--- src/rtl/ws2812_pattern_gen.sv ---
// rtl/ws2812_pattern_gen.sv - WS2812 frame timer and pixel pattern generator (OFF/SOLID/RAINBOW/CHASE)
//
// Ports:
//   clk, rst_n          system clock, asynchronous active-low reset
//   enable              runs the frame timer
//   mode                0 OFF, 1 SOLID, 2 RAINBOW, 3 CHASE
//   color               GRB colour for SOLID and CHASE
//   brightness          global channel scale, out = c*(brightness+1) >> 8
//   drv_busy            downstream serializer busy; holds off frame start
//   frame_start         one-cycle pulse when a frame begins
//   pix_valid/pix_ready pixel stream handshake
//   pix_data            pixel as {G,R,B}
//   pix_last            marks pixel NUM_LED-1
module ws2812_pattern_gen #(
    parameter int NUM_LED      = 8,
    parameter int FRAME_CYCLES = 2_500_000,
    parameter int HUE_STEP     = 8
) (
    input  logic        clk,
    input  logic        rst_n,
    input  logic        enable,
    input  logic [1:0]  mode,
    input  logic [23:0] color,
    input  logic [7:0]  brightness,
    input  logic        drv_busy,
    output logic        frame_start,
    output logic        pix_valid,
    input  logic        pix_ready,
    output logic [23:0] pix_data,
    output logic        pix_last
);

    localparam int TW = $clog2(FRAME_CYCLES);
    localparam int IW = (NUM_LED > 1) ? $clog2(NUM_LED) : 1;
    localparam logic [TW-1:0] TIMER_MAX = TW'(FRAME_CYCLES - 1);
    localparam logic [IW-1:0] LAST_IDX  = IW'(NUM_LED - 1);

    typedef enum logic {
        S_IDLE,
        S_STREAM
    } state_t;

    state_t        state, state_next;
    logic [TW-1:0] timer;
    logic          pending;
    logic [IW-1:0] idx;
    logic [IW-1:0] chase_pos;
    logic [7:0]    hue_phase;
    logic [7:0]    hue_cur;      // hue of the pixel currently presented
    logic [1:0]    mode_s;
    logic [23:0]   color_s;
    logic [7:0]    bright_s;

    logic          wrap;
    logic          xfer;
    logic          last_xfer;

    logic [1:0]    sel_mode;
    logic [23:0]   sel_color;
    logic [7:0]    sel_bright;
    logic [IW-1:0] sel_idx;
    logic [7:0]    sel_hue;
    logic [8:0]    hsum;
    logic [7:0]    hue_adv;
    logic [7:0]    frac;
    logic [7:0]    rb_r, rb_g, rb_b;
    logic [23:0]   pat;
    logic [23:0]   pix_next;

    function automatic logic [7:0] scale(input logic [7:0] c, input logic [7:0] b);
        logic [16:0] p;
        p = 17'(c) * 17'({1'b0, b} + 9'd1);
        return 8'(p >> 8);
    endfunction

    assign wrap      = enable && (timer == TIMER_MAX);
    assign pix_valid = (state == S_STREAM);
    assign pix_last  = pix_valid && (idx == LAST_IDX);

    always_comb begin
        state_next  = state;
        frame_start = 1'b0;
        xfer        = 1'b0;
        last_xfer   = 1'b0;
        case (state)
            S_IDLE: begin
                if (pending && !drv_busy) begin
                    frame_start = 1'b1;
                    state_next  = S_STREAM;
                end
            end
            S_STREAM: begin
                if (pix_ready) begin
                    xfer = 1'b1;
                    if (idx == LAST_IDX) begin
                        last_xfer  = 1'b1;
                        state_next = S_IDLE;
                    end
                end
            end
            default: state_next = S_IDLE;
        endcase
    end

    // Next pixel to load into pix_data. On frame_start the shadow registers
    // are being loaded in the same edge, so pixel 0 uses the live inputs.
    // Hue is advanced incrementally per pixel to avoid a modulo-192 multiplier.
    always_comb begin
        sel_mode   = frame_start ? mode       : mode_s;
        sel_color  = frame_start ? color      : color_s;
        sel_bright = frame_start ? brightness : bright_s;
        sel_idx    = frame_start ? '0         : idx + IW'(1);
        hsum       = {1'b0, hue_cur} + 9'(HUE_STEP);
        hue_adv    = (hsum >= 9'd192) ? 8'(hsum - 9'd192) : hsum[7:0];
        sel_hue    = frame_start ? hue_phase : hue_adv;
        frac       = {sel_hue[5:0], 2'b00};

        rb_r = 8'd0;
        rb_g = 8'd0;
        rb_b = 8'd0;
        case (sel_hue[7:6])
            2'd0: begin rb_r = 8'd255 - frac; rb_g = frac; end
            2'd1: begin rb_g = 8'd255 - frac; rb_b = frac; end
            2'd2: begin rb_r = frac; rb_b = 8'd255 - frac; end
            default: ;
        endcase

        pat = 24'h000000;
        case (sel_mode)
            2'd1:    pat = sel_color;
            2'd2:    pat = {rb_g, rb_r, rb_b};
            2'd3:    pat = (sel_idx == chase_pos) ? sel_color : 24'h000000;
            default: pat = 24'h000000;
        endcase

        pix_next = {scale(pat[23:16], sel_bright),
                    scale(pat[15:8],  sel_bright),
                    scale(pat[7:0],   sel_bright)};
    end

    always_ff @(posedge clk or negedge rst_n) begin
        if (!rst_n) begin
            state     <= S_IDLE;
            timer     <= '0;
            pending   <= 1'b0;
            idx       <= '0;
            chase_pos <= '0;
            hue_phase <= 8'd0;
            hue_cur   <= 8'd0;
            mode_s    <= 2'd0;
            color_s   <= 24'h000000;
            bright_s  <= 8'd0;
            pix_data  <= 24'h000000;
        end else begin
            state <= state_next;

            if (!enable || wrap) begin
                timer <= '0;
            end else begin
                timer <= timer + TW'(1);
            end

            // A wrap wins over the clear so an event arriving on the start
            // edge is not lost; a single flag means events never stack.
            if (!enable) begin
                pending <= 1'b0;
            end else if (wrap) begin
                pending <= 1'b1;
            end else if (frame_start) begin
                pending <= 1'b0;
            end

            if (frame_start) begin
                mode_s   <= mode;
                color_s  <= color;
                bright_s <= brightness;
                idx      <= '0;
                hue_cur  <= hue_phase;
                pix_data <= pix_next;
            end else if (last_xfer) begin
                idx       <= '0;
                pix_data  <= 24'h000000;
                hue_phase <= (hue_phase == 8'd191) ? 8'd0 : hue_phase + 8'd1;
                chase_pos <= (chase_pos == LAST_IDX) ? '0 : chase_pos + IW'(1);
            end else if (xfer) begin
                idx      <= idx + IW'(1);
                hue_cur  <= hue_adv;
                pix_data <= pix_next;
            end
        end
    end

endmodule

--- config.mk ---
export PLATFORM = sky130hd
export DESIGN_NAME = ws2812_pattern_gen
export DESIGN_NICKNAME = d
export VERILOG_FILES = /design/src/rtl/ws2812_pattern_gen.sv
export SDC_FILE = /design/constraint.sdc
export NUM_CORES = 1
export LEC_CHECK = 0
export CAP_MARGIN = 0
export CORE_MARGIN = 2
export CORE_UTILIZATION = 55
export CTS_CLUSTER_SIZE = 14
export DETAILED_ROUTE_END_ITERATION = 16
export PLACE_DENSITY = 0.83
export SYNTH_ARGS = -nofsm -noshare
export SYNTH_HDL_FRONTEND = slang
export SYNTH_SLANG_ARGS = --single-unit
--- constraint.sdc ---
create_clock -name clk -period 13.4 [get_ports clk]
set_input_delay 2.68 -clock clk [delete_from_list [all_inputs] [get_ports clk]]
set_output_delay 2.68 -clock clk [all_outputs]
set_load 0.01 [all_outputs]
==> parameters.txt <==
Parameter                              Value

Timing
  Worst-case headroom to the max-slew limit ... 33.0%
  Setup repair after global routing missed its margin ... no
  Total Negative Setup Slacks ... 0 ns
  Hold violation total from the final report ... 0
  Slew at the pin closest to its max-slew limit ... 0.998 ns
  Period Utilization, post-route ... 75.7%
  Worst hold margin ... 0.489 ns
  Setup-violating endpoint count in the final report ... 0
  Clock Skew ... 0.00992 ns
  Post-layout min period ... 10.15 ns
  Number of pins with negative max-slew slack in the final report ... 0
  Highest attainable clock frequency ... 98.5 MHz

Yosys
  Count of flip-flops with a built-in enable after synthesis ... 0
  Async S/R FF share, synth ... 100%
  Proportion of synthesized chip area in sequential cells ... 23.0%
  Number of flip-flops and latches in the synthesized netlist ... 104
  Netlist area before placement ... 11,300 um^2
  Synthesized net count ... 1,524
  Number of distinct library cell variants in the gate-level netlist after synthesis ... 70
  Synthesized instance count ... 1,260
  Synth Flop Type ... sky130_fd_sc_hd__dfrtp_1
  Number of synthesis warnings ... 0
  Avg Cell Area, Syn ... 8.97 um^2

GRT
  Initial antenna violation count ... 0
  GRT Util Overall ... 25.8%
  Maximum number of pins on one net before global-route repair ... 58
  Vias in the first global route ... 9,315
  Global route overflow ... 0
  First-pass GRT wire length ... 45,300 um

Routing
  Final WL ... 26,300 um
  Vias ... 8,862
  Routed WL per cell ... 16.6 um
  DRT antenna net count ... 0
  Drc violations ... 0
  DRC violation total after the first TritonRoute iteration ... 639
  Pre-Repair DR Iteration Count ... 6
  Via density per instance ... 5.58

Setup path
  Longest individual stage delay on the worst path ... 0.82 ns
  Most frequent cell on the critical path ... sky130_fd_sc_hd__fa_1
  Startpoint type of the worst setup path ... input port
  Worst-case register-to-register setup slack ... 5.12 ns
  Data arrival time of the worst path ... 10.39 ns
  Critical-path cell with the highest stage delay ... sky130_fd_sc_hd__xnor2_1
  Required arrival time at the worst endpoint ... 13.64 ns
  Worst setup path class ... input port to flop
  Depth of the worst register-to-register path ... 28
  Capturing point of the worst reg2reg path ... pix_data[6]$_DFFE_PN0P_
  CP endpoint kind ... flop
  Crit path max fanout ... 23
  End point of the critical path ... pix_data[20]$_DFFE_PN0P_
  Launching element of the worst setup path ... drv_busy
  Critical register-to-register path startpoint ... hue_cur[3]$_DFFE_PN0P_

Pwr
  Total power per unit cell area ... 69.2 nW/um^2
  Total internal power ... 0.000572 W
  Leakage power ... 6.29 nW
  Combinational power share ... 26.9%
  Switching share of power ... 34.2%
  Clock power frac ... 32.1%
  Largest voltage drop on the vdd net ... 0.0000550 V
  Overall power consumption ... 0.000870 W
  NetSw ... 0.000298 W
  Power share of the sequential group ... 41.0%

Clocking
  Clock Path Buffers ... 2
  Clock latency on the worst-skew pair ... 0.36 ns
  Clk Tree Root Cell ... sky130_fd_sc_hd__clkbuf_16
  Clock sink total ... 104
  Buffers inserted by post-CTS timing repair ... 0
  Cts bufs inserted ... 9
  CTS resizes ... 0
  Number of hold-repair buffers added at the cts stage ... 0
  Count of H-tree levels built during CTS ... 3
  Clock-pin slew on the worst setup and hold paths ... 0.07 ns
  TritonCTS clock tree ... built

Floorplan
  Die width ... 147 um
  Total Die Area ... 21,700 um^2
  Initial core utilization ... 56.0%
  Placeable core region ... 20,200 um^2
  Number of top-level pins ... 66
  Num rows ... 52
  Vert. Die Dim ... 147 um

Worst hold path
  Worst min path class ... flop to flop
  Number of cells on the worst hold path ... 2

Place
  DP Wirelength ... 19,800 um
  Routability Congestion ... 0.916
  Number of buffer cells added on primary ports ... 65

Run status
  Status ... completed

Layout
  Share of the core filled with cells ... 62.3%
  Most common cell after layout, fill and taps aside ... sky130_fd_sc_hd__inv_1
  Fraction of final layout cells sized beyond drive strength 1 ... 4.17%
  Area overhead of the layout relative to synthesis ... 11.3%
  Final net count ... 1,578
  Diode count ... 0
  Leading cell types in the layout, fill and taps excluded ... sky130_fd_sc_hd__inv_1 (193), sky130_fd_sc_hd__nor2_1 (191), sky130_fd_sc_hd__fa_1 (120)

Job
  MaxCap Viol Count ... 0
==> flip-flops by register name, summed over array words and instances (netlist names) <==
signal and cells:
chase_pos 3, hue_phase 8, pending 1, bright_s 8, pix_data 24, color_s 24
pix_valid 1, idx 3, timer 22, mode_s 2, hue_cur 8
==> area by class of cell <==
| type | count | area [um^2] |
|---|---|---|
| clock buffer | 9 | 225 |
| clock inverter | 7 | 78.8 |
| fill | 1643 | 7600 |
| inverter | 197 | 739 |
| multi-input combinational | 922 | 7830 |
| sequential | 104 | 2600 |
| tap | 270 | 338 |
| timing repair buffer | 80 | 761 |
==> cells by family (layout without fill, tap and decap cells) <==
logic type      Yosys count  after routing  share of synthesized area [%]
flops                   104            104                           23.0
compound gates          144            144                           8.87
simple gates            439            439                           18.1
xor+xnor                 76             76                           5.89
mux                      38             38                           3.37
fa+ha+maj               225            225                           32.9
buf+inv                 234            293                           7.89
==> worst max-delay path, delay by kind of cell <==
| family | cells | cell delay, ns |
|---|---|---|
| XOR/XNOR | 2 | 0.99 |
| adder cells (fa/ha/maj) | 6 | 2.72 |
| AO/OA/AOI/OAI | 5 | 0.98 |
| multiplexers | 1 | 0.25 |
| buffers and inverters | 6 | 1.61 |
| AND/OR/NAND/NOR | 5 | 1.08 |
==> per-layer routing <==
metal	vias up	routed length [um]	global-route usage, %
met1	4354	11200	34.8
met4	0	821	8.46
met3	63	1850	5.16
met2	308	12400	42.2
li1	4137	-	-
met5	-	0	0
==> metrics by stage <==
stage | std cells | setup WS (ns) | area, um^2
finish | 1589 | 3.25 | 12600
global route | 1589 | 2.74 | 12600
floorplan | 1260 | 4.23 | 11300
detailed placement | 1573 | 2.98 | 12300
global placement | 1573 | 3.04 | 12300
CTS | 1589 | 3.31 | 12600
==> worst min-delay path by stage <==
| stage | start | endpoint | slack, ns |
|---|---|---|---|
| after global routing | pix_data[7]$_DFFE_PN0P_ | pix_data[7]$_DFFE_PN0P_ | 0.52 |
| after detailed placement | pix_data[22]$_DFFE_PN0P_ | pix_data[22]$_DFFE_PN0P_ | 0.48 |
| after CTS | pix_data[5]$_DFFE_PN0P_ | pix_data[5]$_DFFE_PN0P_ | 0.50 |
| after global placement | pix_data[21]$_DFFE_PN0P_ | pix_data[21]$_DFFE_PN0P_ | 0.47 |
| final | pix_data[17]$_DFFE_PN0P_ | pix_data[17]$_DFFE_PN0P_ | 0.49 |
| after floorplan | color_s[12]$_DFF_PN0_ | color_s[12]$_DFF_PN0_ | 0.45 |
==> power by group through the flow <==
| stage | Sequential [W] | Combinational, W | Clock [W] |
|---|---|---|---|
| 2_1_floorplan | 0.000357 | 0.000160 | 0 |
| 3_3_place_gp | 0.000361 | 0.000224 | 0 |
| 3_5_place_dp | 0.000363 | 0.000231 | 0 |
| 4_1_cts | 0.000357 | 0.000233 | 0.000282 |
| 5_1_grt | 0.000361 | 0.000257 | 0.000295 |
| 6_report | 0.000357 | 0.000234 | 0.000279 |
==> Yosys cell counts, types with 4 or more instances <==
master	instances	share of area [%]
sky130_fd_sc_hd__or2_1	27	1.5
sky130_fd_sc_hd__buf_2	7	0.31
sky130_fd_sc_hd__clkbuf_1	29	0.96
sky130_fd_sc_hd__a21oi_1	31	1.4
sky130_fd_sc_hd__nor2_1	191	6.3
sky130_fd_sc_hd__and3_1	15	0.83
sky130_fd_sc_hd__a31oi_1	4	0.22
sky130_fd_sc_hd__o21ai_0	16	0.71
sky130_fd_sc_hd__ha_1	105	12
sky130_fd_sc_hd__nor3_1	7	0.31
sky130_fd_sc_hd__o21a_1	4	0.27
sky130_fd_sc_hd__fa_1	120	21
sky130_fd_sc_hd__nand2b_1	25	1.4
sky130_fd_sc_hd__nor2b_1	20	1.1
sky130_fd_sc_hd__nand3_1	29	1.3
sky130_fd_sc_hd__xor2_1	32	2.5
sky130_fd_sc_hd__nand4_1	9	0.50
sky130_fd_sc_hd__and2_1	6	0.33
sky130_fd_sc_hd__a32o_1	4	0.35
sky130_fd_sc_hd__a21o_1	7	0.47
sky130_fd_sc_hd__o22a_1	13	1.0
sky130_fd_sc_hd__o21ai_1	31	1.4
sky130_fd_sc_hd__xnor2_1	44	3.4
sky130_fd_sc_hd__nand2_1	87	2.9
sky130_fd_sc_hd__mux2i_1	38	3.4
sky130_fd_sc_hd__dfrtp_1	104	23
sky130_fd_sc_hd__inv_1	193	6.4
sky130_fd_sc_hd__or3_1	4	0.22
Note: power is estimated with default switching activity, not from simulation.
